`src/rtl/rr_sel_arbiter.sv`:
```
// Round-robin arbiter producing the registered 2-bit decoder select.
// Ports: clk, rst_n (async low), req_in[3:0], release_in,
//        sel_out[1:0], grant_out[3:0], grant_valid_out, timeout_out.
module rr_sel_arbiter #(
    parameter int HOLD_MAX = 8
) (
    input  logic       clk,
    input  logic       rst_n,
    input  logic [3:0] req_in,
    input  logic       release_in,
    output logic [1:0] sel_out,
    output logic [3:0] grant_out,
    output logic       grant_valid_out,
    output logic       timeout_out
);

    localparam int CW = $clog2(HOLD_MAX);
    localparam logic [CW-1:0] HOLD_LAST = CW'(HOLD_MAX - 1);

    typedef enum logic {
        IDLE  = 1'b0,
        GRANT = 1'b1
    } state_t;

    state_t        state_q;
    state_t        state_d;
    logic [1:0]    last_q;
    logic [1:0]    last_d;
    logic [CW-1:0] hold_q;
    logic [CW-1:0] hold_d;
    logic [1:0]    sel_d;
    logic [3:0]    grant_d;
    logic          valid_d;
    logic          to_d;
    logic [1:0]    winner;
    logic [1:0]    idx;
    logic          found;

    // Scan starts one past the last owner; i=4 wraps back to last itself.
    always_comb begin
        winner = 2'd0;
        idx    = 2'd0;
        found  = 1'b0;
        for (int i = 1; i <= 4; i++) begin
            idx = last_q + 2'(i);
            if (!found && req_in[idx]) begin
                winner = idx;
                found  = 1'b1;
            end
        end
    end

    always_comb begin
        state_d = state_q;
        last_d  = last_q;
        hold_d  = hold_q;
        sel_d   = sel_out;
        grant_d = grant_out;
        valid_d = grant_valid_out;
        to_d    = 1'b0;
        unique case (state_q)
            IDLE: begin
                if (|req_in) begin
                    state_d = GRANT;
                    sel_d   = winner;
                    grant_d = 4'b0001 << winner;
                    valid_d = 1'b1;
                    hold_d  = '0;
                end
            end
            GRANT: begin
                // Normal release outranks the hold limit.
                if (!req_in[sel_out] || release_in) begin
                    state_d = IDLE;
                    last_d  = sel_out;
                    grant_d = 4'b0000;
                    valid_d = 1'b0;
                end else if (hold_q == HOLD_LAST) begin
                    state_d = IDLE;
                    last_d  = sel_out;
                    grant_d = 4'b0000;
                    valid_d = 1'b0;
                    to_d    = 1'b1;
                end else begin
                    hold_d = hold_q + CW'(1);
                end
            end
            default: state_d = IDLE;
        endcase
    end

    always_ff @(posedge clk or negedge rst_n) begin
        if (!rst_n) begin
            state_q         <= IDLE;
            last_q          <= 2'd3;
            hold_q          <= '0;
            sel_out         <= 2'd0;
            grant_out       <= 4'b0000;
            grant_valid_out <= 1'b0;
            timeout_out     <= 1'b0;
        end else begin
            state_q         <= state_d;
            last_q          <= last_d;
            hold_q          <= hold_d;
            sel_out         <= sel_d;
            grant_out       <= grant_d;
            grant_valid_out <= valid_d;
            timeout_out     <= to_d;
        end
    end

endmodule

```
`config.mk`:
```
export PLATFORM = sky130hd
export DESIGN_NAME = rr_sel_arbiter
export DESIGN_NICKNAME = d
export VERILOG_FILES = /design/src/rtl/rr_sel_arbiter.sv
export SDC_FILE = /design/constraint.sdc
export NUM_CORES = 1
export LEC_CHECK = 0
export BUFFER_PORTS_ARGS = -buffer_cell sky130_fd_sc_hd__buf_2
export CORE_AREA = 4 4 41 43
export CTS_BUF_LIST = sky130_fd_sc_hd__clkbuf_4
export CTS_CLUSTER_SIZE = 16
export DETAILED_ROUTE_END_ITERATION = 8
export DIE_AREA = 0 0 45 47
export PLACE_DENSITY = 0.77
export SLEW_MARGIN = 10
export SYNTH_ARGS = -nofsm -noshare
export SYNTH_HDL_FRONTEND = slang
export SYNTH_SLANG_ARGS = --single-unit
```
`constraint.sdc`:
```
create_clock -name clk -period 2.7 [get_ports clk]
set_input_delay 0.405 -clock clk [delete_from_list [all_inputs] [get_ports clk]]
set_output_delay 0.405 -clock clk [all_outputs]
set_load 0.005 [all_outputs]
```
==> results.md <==
- The count of H-tree levels built during CTS is 1.
- The clock network fraction of total power is 0.150.
- Of the total power, the share spent switching nets is 0.368.
- The setup path with the least slack is of type reg -> reg.
- The via count of the first global-routing pass is 510.
- From bottom edge to top edge, the die measures 47 um.
- After clock tree synthesis, the clock-pin slew on the worst setup and hold paths is 0.09 ns.
- The wire-length estimate of the detail-placed layout is 933 um.
- The number of hold buffers added after CTS was 0.
- The violation count after the first detailed-routing iteration is 5.
- Summed over all nets, the switching power comes to 0.300 mW.
- The internal power is 0.516 mW.
- The power density relative to cell area is 1010 nW/um^2.
- Counting every sink on the clock net gives 14.
- The all-layer global routing usage is 0.146.
- The number of enable flip-flop cells after synthesis is 0.
- The initial antenna violation count is 0.
- Entering global routing, the biggest net connects 15 pins.
- In this run the cell area measured after placement is 785 sq um.
- The post-route worst setup slack is 1.06 ns.
- The detailed router placed 525 vias in this run.
- Yosys printed 0 warnings.
- The number of antenna cells inserted is 0.
- The routed length on met3 is 64 um.
- The maximum achievable frequency is 610 MHz.
- Before antenna repair, the detailed router went through 4 iterations.
- The slew at the pin closest to its max-slew limit is 0.396 ns.
- The initial utilization of the core area, before any placement, comes to 0.538.
- The mapped cell area is 699 sq um.
- The top cell types in the final layout, fill and taps aside, are sky130_fd_sc_hd__buf_2, sky130_fd_sc_hd__dfrtp_1, sky130_fd_sc_hd__nand2_1, sky130_fd_sc_hd__inv_1, sky130_fd_sc_hd__nor2_1.
- The time the worst path needs with I/O delays and setup is 1.64 ns.
- The post-CTS setup buffer count is 0.
- The gate count after technology mapping is 65.
- For this design the static power due to leakage is 0.410 nW.
- The highest layer touched by signal routing is met4.
- Along the worst path, the maximum fanout reaches 7.
- The die covers 2120 sq um.
- The part of the total power dissipated in combinational logic is 0.407.
- STA puts the critical path data required time at 2.91 ns.
- The count of placed standard cells in the final layout, fillers left out is 97.
- The number of library cell types mapped by synthesis is 24.
- The total detailed-routing wirelength is 1.21 mm.
- Setup repair after global routing left no endpoint under its margin.
- The region available for standard cell placement spans 1300 sq um.
- In this run, post-CTS repair resized a total of 0 instances.
- The share of the synthesized area in the top cell type is 0.429.
- Dividing the final minimum period by the clock period gives 0.608.
- The post-detailed-route DRC marker count is 0.
- Wire segments on met2 add up to 507 um in the final route.
- After detailed placement, the design holds a cell count of 93.
- The floorplan has 13 rows.
- The synthesized area per cell is 10.8 sq um.
- After global routing the overflow that remains totals 0.
- After routing the design area is 811 sq um.
- The sum of negative setup slack is 0 ns.
- The maximum VDD drop is 0.000584 V.
- Power comes to 0.817 mW.
- The worst setup path is captured at a flop.
- By area the synthesized netlist is led by sky130_fd_sc_hd__dfrtp_1, sky130_fd_sc_hd__dfstp_2, sky130_fd_sc_hd__mux2i_1.
- In the final design database the tool counted 92 nets.
- From left edge to right edge, the die measures 45 um.
- The number of buffers added by the clock tree synthesis step is 3.
- The wire length of the first global-routing pass is 2.15 mm.
- The area growth from synthesis to layout is 15.9%.
- The number of antenna-violating nets in the routed design is 0.
- The checks that failed: hold timing.
- The number of pins with negative max-slew slack in the final report is 0.
- The clock root buffer is sky130_fd_sc_hd__clkbuf_4.
- The I/O pin total is 15.
- The relative contribution of sequential cells to total power is 0.444.
- The final setup violation count is 0.
- Timing analysis after detailed placement gives a worst setup slack of 0.980 ns.
- The headroom to the max-slew limit is 0.736.
- The minimum hold slack is -0.00729 ns.
- STA classifies the critical path startpoint as a flop.
- The critical path data arrival time is 1.85 ns.
- The final setup skew is 0.00743 ns.
- The utilization after layout is 0.623.
- In the final routing, the length of wire on met1 measures 606 um.
- The maximum number of buffers from clock root to sink is 2.
- The total nets after synthesis is 74.
- The final weighted congestion in routability-driven placement is 0.835.
- The final count of hold timing violations is 8.
- The via density per instance is 5.41.
- The worst min-delay path class is in -> async.
- The register area share after synthesis is 0.504.
- The count of input and output buffers is 14.
- The detailed-route wire length per cell is 12.5 um.
- Across the run, the number of max-cap violations was 0.
- The fill cell total of the finished layout is 111.
- For this run, asynchronously set or reset flops after synthesis account for 1.00.
- The flow ran to the end, but the final reports show violations.
- The leading area contributor after synthesis is sky130_fd_sc_hd__dfrtp_1.
- The CTS tree is built.
- The clock reaches the later pin of the worst-skew pair after 0.28 ns.
- The most common flop cell mapped by yosys is sky130_fd_sc_hd__dfrtp_1.
- The number of flip-flops and latches in the synthesized netlist is 14.
- The most common cell after layout, fill and taps aside is sky130_fd_sc_hd__buf_2.
- The share of post-route cells with drive strength above 1 is 0.280.
[area by class of cell]
cell class / instances / area (sq um) / area share
well taps: 15 / 18.8 / 0.0231
clock inverters: 1 / 3.75 / 0.00463
repair buffers: 14 / 70.1 / 0.0864
multi-input cells: 44 / 320 / 0.395
clock buffers: 3 / 22.5 / 0.0278
flip-flops and latches: 14 / 353 / 0.435
inverters: 6 / 22.5 / 0.0278
[state kept, by name (all words and copies together) (netlist names)]
register         cells
sel_out              2
timeout_out          1
last_q               2
state_q              1
grant_valid_out      1
grant_out            4
hold_q               3
[path summary, 6_finish.rpt]
| kind | start | endpoint | slack (ns) | cells past startpoint |
|---|---|---|---|---|
| setup / recovery | sel_out[1] | last_q[0] | 1.06 | 3 |
| hold / removal | rst_n | grant_out[1] | -0.007 | 1 |
| setup reg to reg | sel_out[1] | last_q[0] | 1.06 | 3 |
| hold reg to reg | grant_out[0] | grant_out[0] | 0.50 | 1 |
| max in group asynchronous | rst_n | last_q[1] | 2.42 | 1 |
| min in group clk | release_in | timeout_out | 0.38 | 3 |
[cells in the mapped netlist (2+ instances only)]
library cell               instances
sky130_fd_sc_hd__dfrtp_1          12
sky130_fd_sc_hd__nand2_1           8
sky130_fd_sc_hd__inv_1             6
sky130_fd_sc_hd__nor2_1            5
sky130_fd_sc_hd__mux2i_1           4
sky130_fd_sc_hd__a21oi_1           3
sky130_fd_sc_hd__o21ai_0           3
sky130_fd_sc_hd__a21o_1            2
sky130_fd_sc_hd__a32o_1            2
sky130_fd_sc_hd__dfstp_2           2
sky130_fd_sc_hd__ha_1              2
sky130_fd_sc_hd__nand2b_1          2
sky130_fd_sc_hd__nand3b_1          2
sky130_fd_sc_hd__o32ai_1           2
[power by group through the flow]
stage                     Sequential [mW]  Clock (mW)  Combinational, mW
after floorplan                     0.362           0              0.241
after CTS                           0.362       0.125              0.337
final                               0.362       0.122              0.332
after global placement              0.366           0              0.329
after global routing                0.377       0.137              0.373
after detailed placement            0.366           0              0.335
[metal layers]
layer | vias up | GRT usage
met5 | - | 0
met3 | 5 | 0.0345
met4 | 0 | 0.105
li1 | 264 | -
met1 | 243 | 0.181
met2 | 13 | 0.223
[worst max-delay path, stage by stage (launching register included)]
cell and delay (ns):
sky130_fd_sc_hd__dfrtp_1 0.41, sky130_fd_sc_hd__mux4_2 0.56, sky130_fd_sc_hd__a21boi_4 0.25, sky130_fd_sc_hd__mux2_1 0.34
[cell families (layout without fill, tap and decap cells)]
logic type,Yosys count,after routing,synth area share
buffers and inverters,7,24,0.0376
adders and majority gates,2,2,0.0358
AOI/OAI and AO/OA,16,16,0.177
muxes,6,6,0.106
and+or+nand+nor,20,20,0.140
DFF,14,14,0.504
(Power assumes the default switching activity.)
